--- src/rtl/ram_port_arbiter_if.sv ---
// One master channel of the shared RAM data port: request payload with
// valid/ready, plus a single-cycle response (rvalid/rdata/err).
interface ram_port_arbiter_if;
  logic        valid;
  logic        ready;
  logic        we;
  logic [3:0]  wstrb;
  logic [31:0] addr;
  logic [31:0] wdata;
  logic        rvalid;
  logic [31:0] rdata;
  logic        err;

  modport master (
    output valid, we, wstrb, addr, wdata,
    input  ready, rvalid, rdata, err
  );

  modport slave (
    input  valid, we, wstrb, addr, wdata,
    output ready, rvalid, rdata, err
  );
endinterface

--- src/rtl/ram_port_arbiter.sv ---
// Round-robin arbiter giving two masters one-outstanding access to a single
// RAM data port; out-of-window addresses get an error response instead.
module ram_port_arbiter #(
  parameter logic [31:0] RAM_BYTES  = 32'd65536,
  parameter bit          RESET_LAST = 1'b1
) (
  input  logic                 clk,
  input  logic                 rst,
  ram_port_arbiter_if.slave    m0,
  ram_port_arbiter_if.slave    m1,
  output logic                 ram_re,
  output logic                 ram_we,
  output logic [3:0]           ram_wstrb,
  output logic [31:0]          ram_addr,
  output logic [31:0]          ram_wdata,
  input  logic [31:0]          ram_rdata
);

  typedef enum logic {IDLE, RESP} state_t;

  state_t      state;
  logic        last_grant;   // index of the master granted most recently
  logic        owner;        // master whose response is pending in RESP
  logic        rsp_read;     // pending response carries RAM read data
  logic        rsp_err;      // pending response is an out-of-range error

  logic        grant1;
  logic        issue;
  logic        in_range;
  logic        ram_strobe;
  logic        rsp_active;
  logic        sel_we;
  logic [3:0]  sel_wstrb;
  logic [31:0] sel_addr;
  logic [31:0] sel_wdata;

  // NOTE: every signal gets an unconditional value on each pass so no latch is inferred.
  always_comb begin
    grant1     = m1.valid & (~m0.valid | ~last_grant);
    issue      = ~rst & (state == IDLE) & (m0.valid | m1.valid);
    sel_we     = grant1 ? m1.we    : m0.we;
    sel_wstrb  = grant1 ? m1.wstrb : m0.wstrb;
    sel_addr   = grant1 ? m1.addr  : m0.addr;
    sel_wdata  = grant1 ? m1.wdata : m0.wdata;
    in_range   = sel_addr < RAM_BYTES;
    ram_strobe = issue & in_range;
    ram_re     = ram_strobe & ~sel_we;
    ram_we     = ram_strobe & sel_we;
    ram_wstrb  = ram_strobe ? sel_wstrb : 4'b0000;
    ram_addr   = ram_strobe ? sel_addr  : 32'd0;
    ram_wdata  = ram_strobe ? sel_wdata : 32'd0;
  end

  assign m0.ready = issue & ~grant1;
  assign m1.ready = issue & grant1;

  // Reset is gated in so a response in flight when rst rises is dropped at once.
  assign rsp_active = ~rst & (state == RESP);
  assign m0.rvalid  = rsp_active & ~owner;
  assign m1.rvalid  = rsp_active & owner;
  assign m0.err     = m0.rvalid & rsp_err;
  assign m1.err     = m1.rvalid & rsp_err;
  assign m0.rdata   = (m0.rvalid & rsp_read) ? ram_rdata : 32'd0;
  assign m1.rdata   = (m1.rvalid & rsp_read) ? ram_rdata : 32'd0;

  // NOTE: non-blocking assignments keep every register update in this block concurrent.
  always_ff @(posedge clk) begin
    if (rst) begin
      state      <= IDLE;
      last_grant <= RESET_LAST;
      owner      <= 1'b0;
      rsp_read   <= 1'b0;
      rsp_err    <= 1'b0;
    end else begin
      case (state)
        IDLE: begin
          if (issue) begin
            owner      <= grant1;
            last_grant <= grant1;
            rsp_read   <= in_range & ~sel_we;
            rsp_err    <= ~in_range;
            state      <= RESP;
          end
        end
        RESP:    state <= IDLE;
        default: state <= IDLE;
      endcase
    end
  end

endmodule

--- src/flat_wrapper.sv ---
// flat-port wrapper written by rule: the top's interface ports become plain ports
module ram_port_arbiter_flat 
#(
  parameter logic [31:0] RAM_BYTES  = 32'd65536,
  parameter bit          RESET_LAST = 1'b1
)
  (clk, rst, ram_re, ram_we, ram_wstrb, ram_addr, ram_wdata, ram_rdata, m0_valid, m0_we, m0_wstrb, m0_addr, m0_wdata, m0_ready, m0_rvalid, m0_rdata, m0_err, m1_valid, m1_we, m1_wstrb, m1_addr, m1_wdata, m1_ready, m1_rvalid, m1_rdata, m1_err);
  ram_port_arbiter_if m0_i ();
  ram_port_arbiter_if m1_i ();
  input  logic clk;
  input  logic rst;
  output logic ram_re;
  output logic ram_we;
  output logic [3:0] ram_wstrb;
  output logic [31:0] ram_addr;
  output logic [31:0] ram_wdata;
  input  logic [31:0] ram_rdata;
  input wire logic [$bits(m0_i.valid)-1:0] m0_valid;
  input wire logic [$bits(m0_i.we)-1:0] m0_we;
  input wire logic [$bits(m0_i.wstrb)-1:0] m0_wstrb;
  input wire logic [$bits(m0_i.addr)-1:0] m0_addr;
  input wire logic [$bits(m0_i.wdata)-1:0] m0_wdata;
  output wire logic [$bits(m0_i.ready)-1:0] m0_ready;
  output wire logic [$bits(m0_i.rvalid)-1:0] m0_rvalid;
  output wire logic [$bits(m0_i.rdata)-1:0] m0_rdata;
  output wire logic [$bits(m0_i.err)-1:0] m0_err;
  input wire logic [$bits(m1_i.valid)-1:0] m1_valid;
  input wire logic [$bits(m1_i.we)-1:0] m1_we;
  input wire logic [$bits(m1_i.wstrb)-1:0] m1_wstrb;
  input wire logic [$bits(m1_i.addr)-1:0] m1_addr;
  input wire logic [$bits(m1_i.wdata)-1:0] m1_wdata;
  output wire logic [$bits(m1_i.ready)-1:0] m1_ready;
  output wire logic [$bits(m1_i.rvalid)-1:0] m1_rvalid;
  output wire logic [$bits(m1_i.rdata)-1:0] m1_rdata;
  output wire logic [$bits(m1_i.err)-1:0] m1_err;
  assign m0_i.valid = m0_valid;
  assign m0_i.we = m0_we;
  assign m0_i.wstrb = m0_wstrb;
  assign m0_i.addr = m0_addr;
  assign m0_i.wdata = m0_wdata;
  assign m0_ready = m0_i.ready;
  assign m0_rvalid = m0_i.rvalid;
  assign m0_rdata = m0_i.rdata;
  assign m0_err = m0_i.err;
  assign m1_i.valid = m1_valid;
  assign m1_i.we = m1_we;
  assign m1_i.wstrb = m1_wstrb;
  assign m1_i.addr = m1_addr;
  assign m1_i.wdata = m1_wdata;
  assign m1_ready = m1_i.ready;
  assign m1_rvalid = m1_i.rvalid;
  assign m1_rdata = m1_i.rdata;
  assign m1_err = m1_i.err;
  ram_port_arbiter #(.RAM_BYTES(RAM_BYTES), .RESET_LAST(RESET_LAST)) u_core (.clk(clk), .rst(rst), .m0(m0_i), .m1(m1_i), .ram_re(ram_re), .ram_we(ram_we), .ram_wstrb(ram_wstrb), .ram_addr(ram_addr), .ram_wdata(ram_wdata), .ram_rdata(ram_rdata));
endmodule
--- config.mk ---
export PLATFORM = sky130hd
export DESIGN_NAME = ram_port_arbiter_flat
export DESIGN_NICKNAME = d
export VERILOG_FILES = /design/src/rtl/ram_port_arbiter_if.sv /design/src/rtl/ram_port_arbiter.sv /design/src/flat_wrapper.sv
export SDC_FILE = /design/constraint.sdc
export NUM_CORES = 1
export LEC_CHECK = 0
export BUFFER_PORTS_ARGS = -buffer_cell sky130_fd_sc_hd__buf_4
export CAP_MARGIN = 20
export CELL_PAD_IN_SITES_DETAIL_PLACEMENT = 1
export CELL_PAD_IN_SITES_GLOBAL_PLACEMENT = 1
export CORE_ASPECT_RATIO = 1.25
export CORE_MARGIN = 8
export CORE_UTILIZATION = 15
export DETAILED_ROUTE_END_ITERATION = 16
export GPL_TIMING_DRIVEN = 1
export PLACE_DENSITY = 0.91
export SLEW_MARGIN = 15
export SYNTH_ARGS = -nofsm -noshare
export SYNTH_HDL_FRONTEND = slang
export SYNTH_SLANG_ARGS = --single-unit
--- constraint.sdc ---
create_clock -name clk -period 2 [get_ports clk]
set_input_delay 0.2 -clock clk [delete_from_list [all_inputs] [get_ports clk]]
set_output_delay 0.2 -clock clk [all_outputs]
set_load 0.02 [all_outputs]
==> impl_metrics.json <==
{
  "p_switching_mw": 0.3183,
  "antenna_cells": 0,
  "slew_violations": 0,
  "cts_buffers": 3,
  "fin_total_pwr_mw": 0.9667,
  "layout.nets": 769,
  "critPathBufInv": 2,
  "finalCritPeriodShare_pct": 99.15,
  "cts.sinks": 5,
  "synth_warnings": 0,
  "r2r-start": "u_core.last_grant",
  "track_usage_pct": 15.36,
  "synth_top_family_by_area": "simple AND/OR/NAND/NOR gates",
  "path_clk_slew_ns": 0.03,
  "start_util_pct": 15.23,
  "hold_depth": 2,
  "path_cells": "a21boi_4, nand4_1, a22o_4, clkbuf_16, a21oi_2, buf_4",
  "synth_xor_area_share_pct": 0,
  "cap_violations": 0,
  "hpwl_microns": 11850,
  "antenna_found_initial": 0,
  "grt_pass1_vias": 3529,
  "grt_max_degree": 65,
  "num_rows": 45,
  "period_minus_slack_ns": 1.983,
  "drc": 0,
  "required_ns": 1.80,
  "swShare_pct": 32.93,
  "max_freq_mhz": 504.3,
  "fin_worst_skew_ns": 0.002662,
  "cts_hold_buf": 0,
  "clock_path_buffers": 2,
  "yosys.area_share.simple_pct": 52.69,
  "dr.pass1.iters": 4,
  "netlist_area_sq_um": 1836,
  "r2r_cells": 5,
  "synthAdderAreaFrac_pct": 0,
  "p_seq_share_pct": 12.1,
  "crit_fanout": 16,
  "rsz0062_at_grt": "yes",
  "arrival_ns": 1.78,
  "drive_above_1_share_pct": 62.46,
  "via_count": 3281,
  "worstHoldEndpoint": "u_core.owner",
  "start_kind": "flip-flop",
  "hp-start": "rst",
  "setup_viol": 0,
  "hold_ws_ns": 0.2025,
  "vdd_drop_max_uv": 173.4,
  "cts_root_buf": "clkbuf_16",
  "power_density_nw_per_um2": 215.8,
  "clock_power_share_pct": 34.5,
  "ys_types": 28,
  "pin_count": 314,
  "critPathSlowestCell": "dfxtp_2",
  "outcome": "completed",
  "grt_first_pass_wirelength_microns": 19540,
  "synth_seq_area_share_pct": 5.453,
  "synthToLayoutAreaGrowth_pct": 144.1,
  "critPathKind": "flip-flop to primary output",
  "coreArea_sq_um": 12050,
  "combPwrFrac_pct": 53.5,
  "reg2reg_slack_ns": 0.48,
  "synth_compound_area_share_pct": 25.77,
  "routedWlPerCell_microns": 18.38,
  "ys_ff_latch": 5,
  "vias_per_cell": 4.328,
  "fp.dieArea_sq_um": 16050,
  "min_path_type": "input port to flip-flop",
  "die_w_microns": 114.9,
  "intPower_mw": 0.6484,
  "syn_area_per_cell_sq_um": 5.809,
  "drt_wl_total_microns": 13930,
  "final_antenna_net_count": 0,
  "critPathMaxStageDelay_ns": 0.33,
  "place_congestion": 0.7758,
  "nFillCells": 1552,
  "clkLatencyLatePin_ns": 0.23,
  "cts_tree": "done",
  "io_buffers": 297,
  "async_reset_ff_share_pct": 0,
  "synth-edff-count": 0,
  "syn_inst": 316,
  "grt_overflow": 0,
  "hold_viol_final": 0,
  "fp.dieH_microns": 139.7,
  "rr_endpoint": "u_core.rsp_err",
  "synth_ff_type": "dfxtp_1",
  "htreeDepth": 1,
  "cp_top_family": "compound AO/OA/AOI/OAI gates",
  "drtIter0Drc": 123,
  "synthMuxAreaShare_pct": 0,
  "power.leakage_nw": 2.502,
  "worst_setup_path_end_kind": "primary output"
}
[how the worst max path moves through the flow]
stage | from | end | slack [ns] | cells after the start
final | u_core.last_grant | ram_wdata[28] | 0.02 | 6
after global routing | u_core.last_grant | ram_wdata[28] | -0.05 | 6
after CTS | u_core.last_grant | ram_addr[11] | -0.03 | 6
after detailed placement | m1_addr[31] | ram_wdata[31] | -0.04 | 7
after global placement | m1_addr[31] | ram_wdata[0] | -0.04 | 7
after floorplan | u_core.last_grant | ram_addr[10] | 0.34 | 6
[metal layers]
layer | GRT usage (%) | part of all wire [%] | up-vias
li1 | - | - | 1589
met4 | 2.774 | 1.3 | 0
met1 | 13.87 | 33 | 1468
met2 | 29.70 | 52 | 213
met3 | 7.662 | 14 | 11
met5 | 0 | 0 | -
[cell type report]
class	count	area, sq um	share of cell area (%)
tap	164	205.2	4.580
multi-input combinational	276	1597	35.63
inverter	1	3.754	0.08378
clock buffer	4	78.83	1.759
sequential	5	101.3	2.262
timing repair buffer	308	2495	55.68
[sequential cells by signal (all words and copies together), names as in the netlist]
signal,count
u_core.last_grant,1
u_core.owner,1
u_core.rsp_err,1
u_core.rsp_read,1
u_core.state,1
[through the flow]
| step | utilization (%) | instances | setup TNS (ns) | cell area (sq um) | setup slack (ns) |
|---|---|---|---|---|---|
| after CTS | 35.71 | 757 | -0.2800 | 4303 | -0.03146 |
| after global routing | 37.19 | 758 | -0.7307 | 4481 | -0.04740 |
| after detailed placement | 34.39 | 752 | -0.08014 | 4144 | -0.04307 |
| after floorplan | - | 331 | 0 | 1892 | 0.3359 |
| final | 37.19 | 758 | 0 | 4481 | 0.01702 |
| after global placement | 34.39 | 752 | -0.09804 | 4144 | -0.04088 |
[cell usage after synthesis, drive strengths merged (2+ instances only)]
| cell | instances | area (sq um) |
|---|---|---|
| nand2 | 107 | 401.6 |
| and3 | 64 | 400.4 |
| a21oi | 54 | 420.4 |
| clkbuf | 25 | 93.84 |
| buf | 24 | 193.9 |
| nor2 | 6 | 22.52 |
| dfxtp | 5 | 100.1 |
| nor3 | 5 | 25.02 |
| nand4 | 4 | 25.02 |
| nor4 | 4 | 25.02 |
| and2 | 3 | 18.77 |
| a21boi | 2 | 15.02 |
| nand2b | 2 | 12.51 |
| nor3b | 2 | 20.02 |
| o21ai | 2 | 10.00 |
[cells by family after synthesis]
group | after synthesis
AND/OR/NAND/NOR | 199
AO/OA/AOI/OAI | 61
buffers and inverters | 50
flip-flops | 5
other | 1
[worst reg2reg max path, delay by kind of cell, from the launching register on]
kind / cells / cell delay [ns]
and+or+nand+nor: 1 / 0.20
DFF: 1 / 0.33
AOI/OAI and AO/OA: 3 / 0.65
buffers and inverters: 1 / 0.18
[power groups by stage]
stage / clock [mW] / combinational [mW] / sequential, mW
global route: 0.345 / 0.564 / 0.118
CTS: 0.340 / 0.516 / 0.117
floorplan: 0 / 0.205 / 0.114
global placement: 0 / 0.501 / 0.118
finish: 0.334 / 0.517 / 0.116
detailed placement: 0 / 0.508 / 0.118
[layout by cell type (no fill, tap or decap), drive strengths merged, types with 3 or more instances in the layout]
| cell | n |
|---|---|
| buf | 307 |
| nand2 | 107 |
| and3 | 64 |
| a21oi | 54 |
| conb | 16 |
| nor2 | 6 |
| nor3 | 5 |
| clkbuf | 5 |
| dfxtp | 5 |
| nor4 | 4 |
| nand4 | 4 |
| and2 | 3 |
[what timing repair did]
action / 4_1_cts / 5_1_grt
pin swaps: 3 / 4
cloned: 0 / 1
buffers inserted: 1 / 0
setup endpoints to repair: 44 / 54
hold endpoints to repair: 0 / 0
resized for setup: 18 / 38
Power figures use the tool's default switching activity.
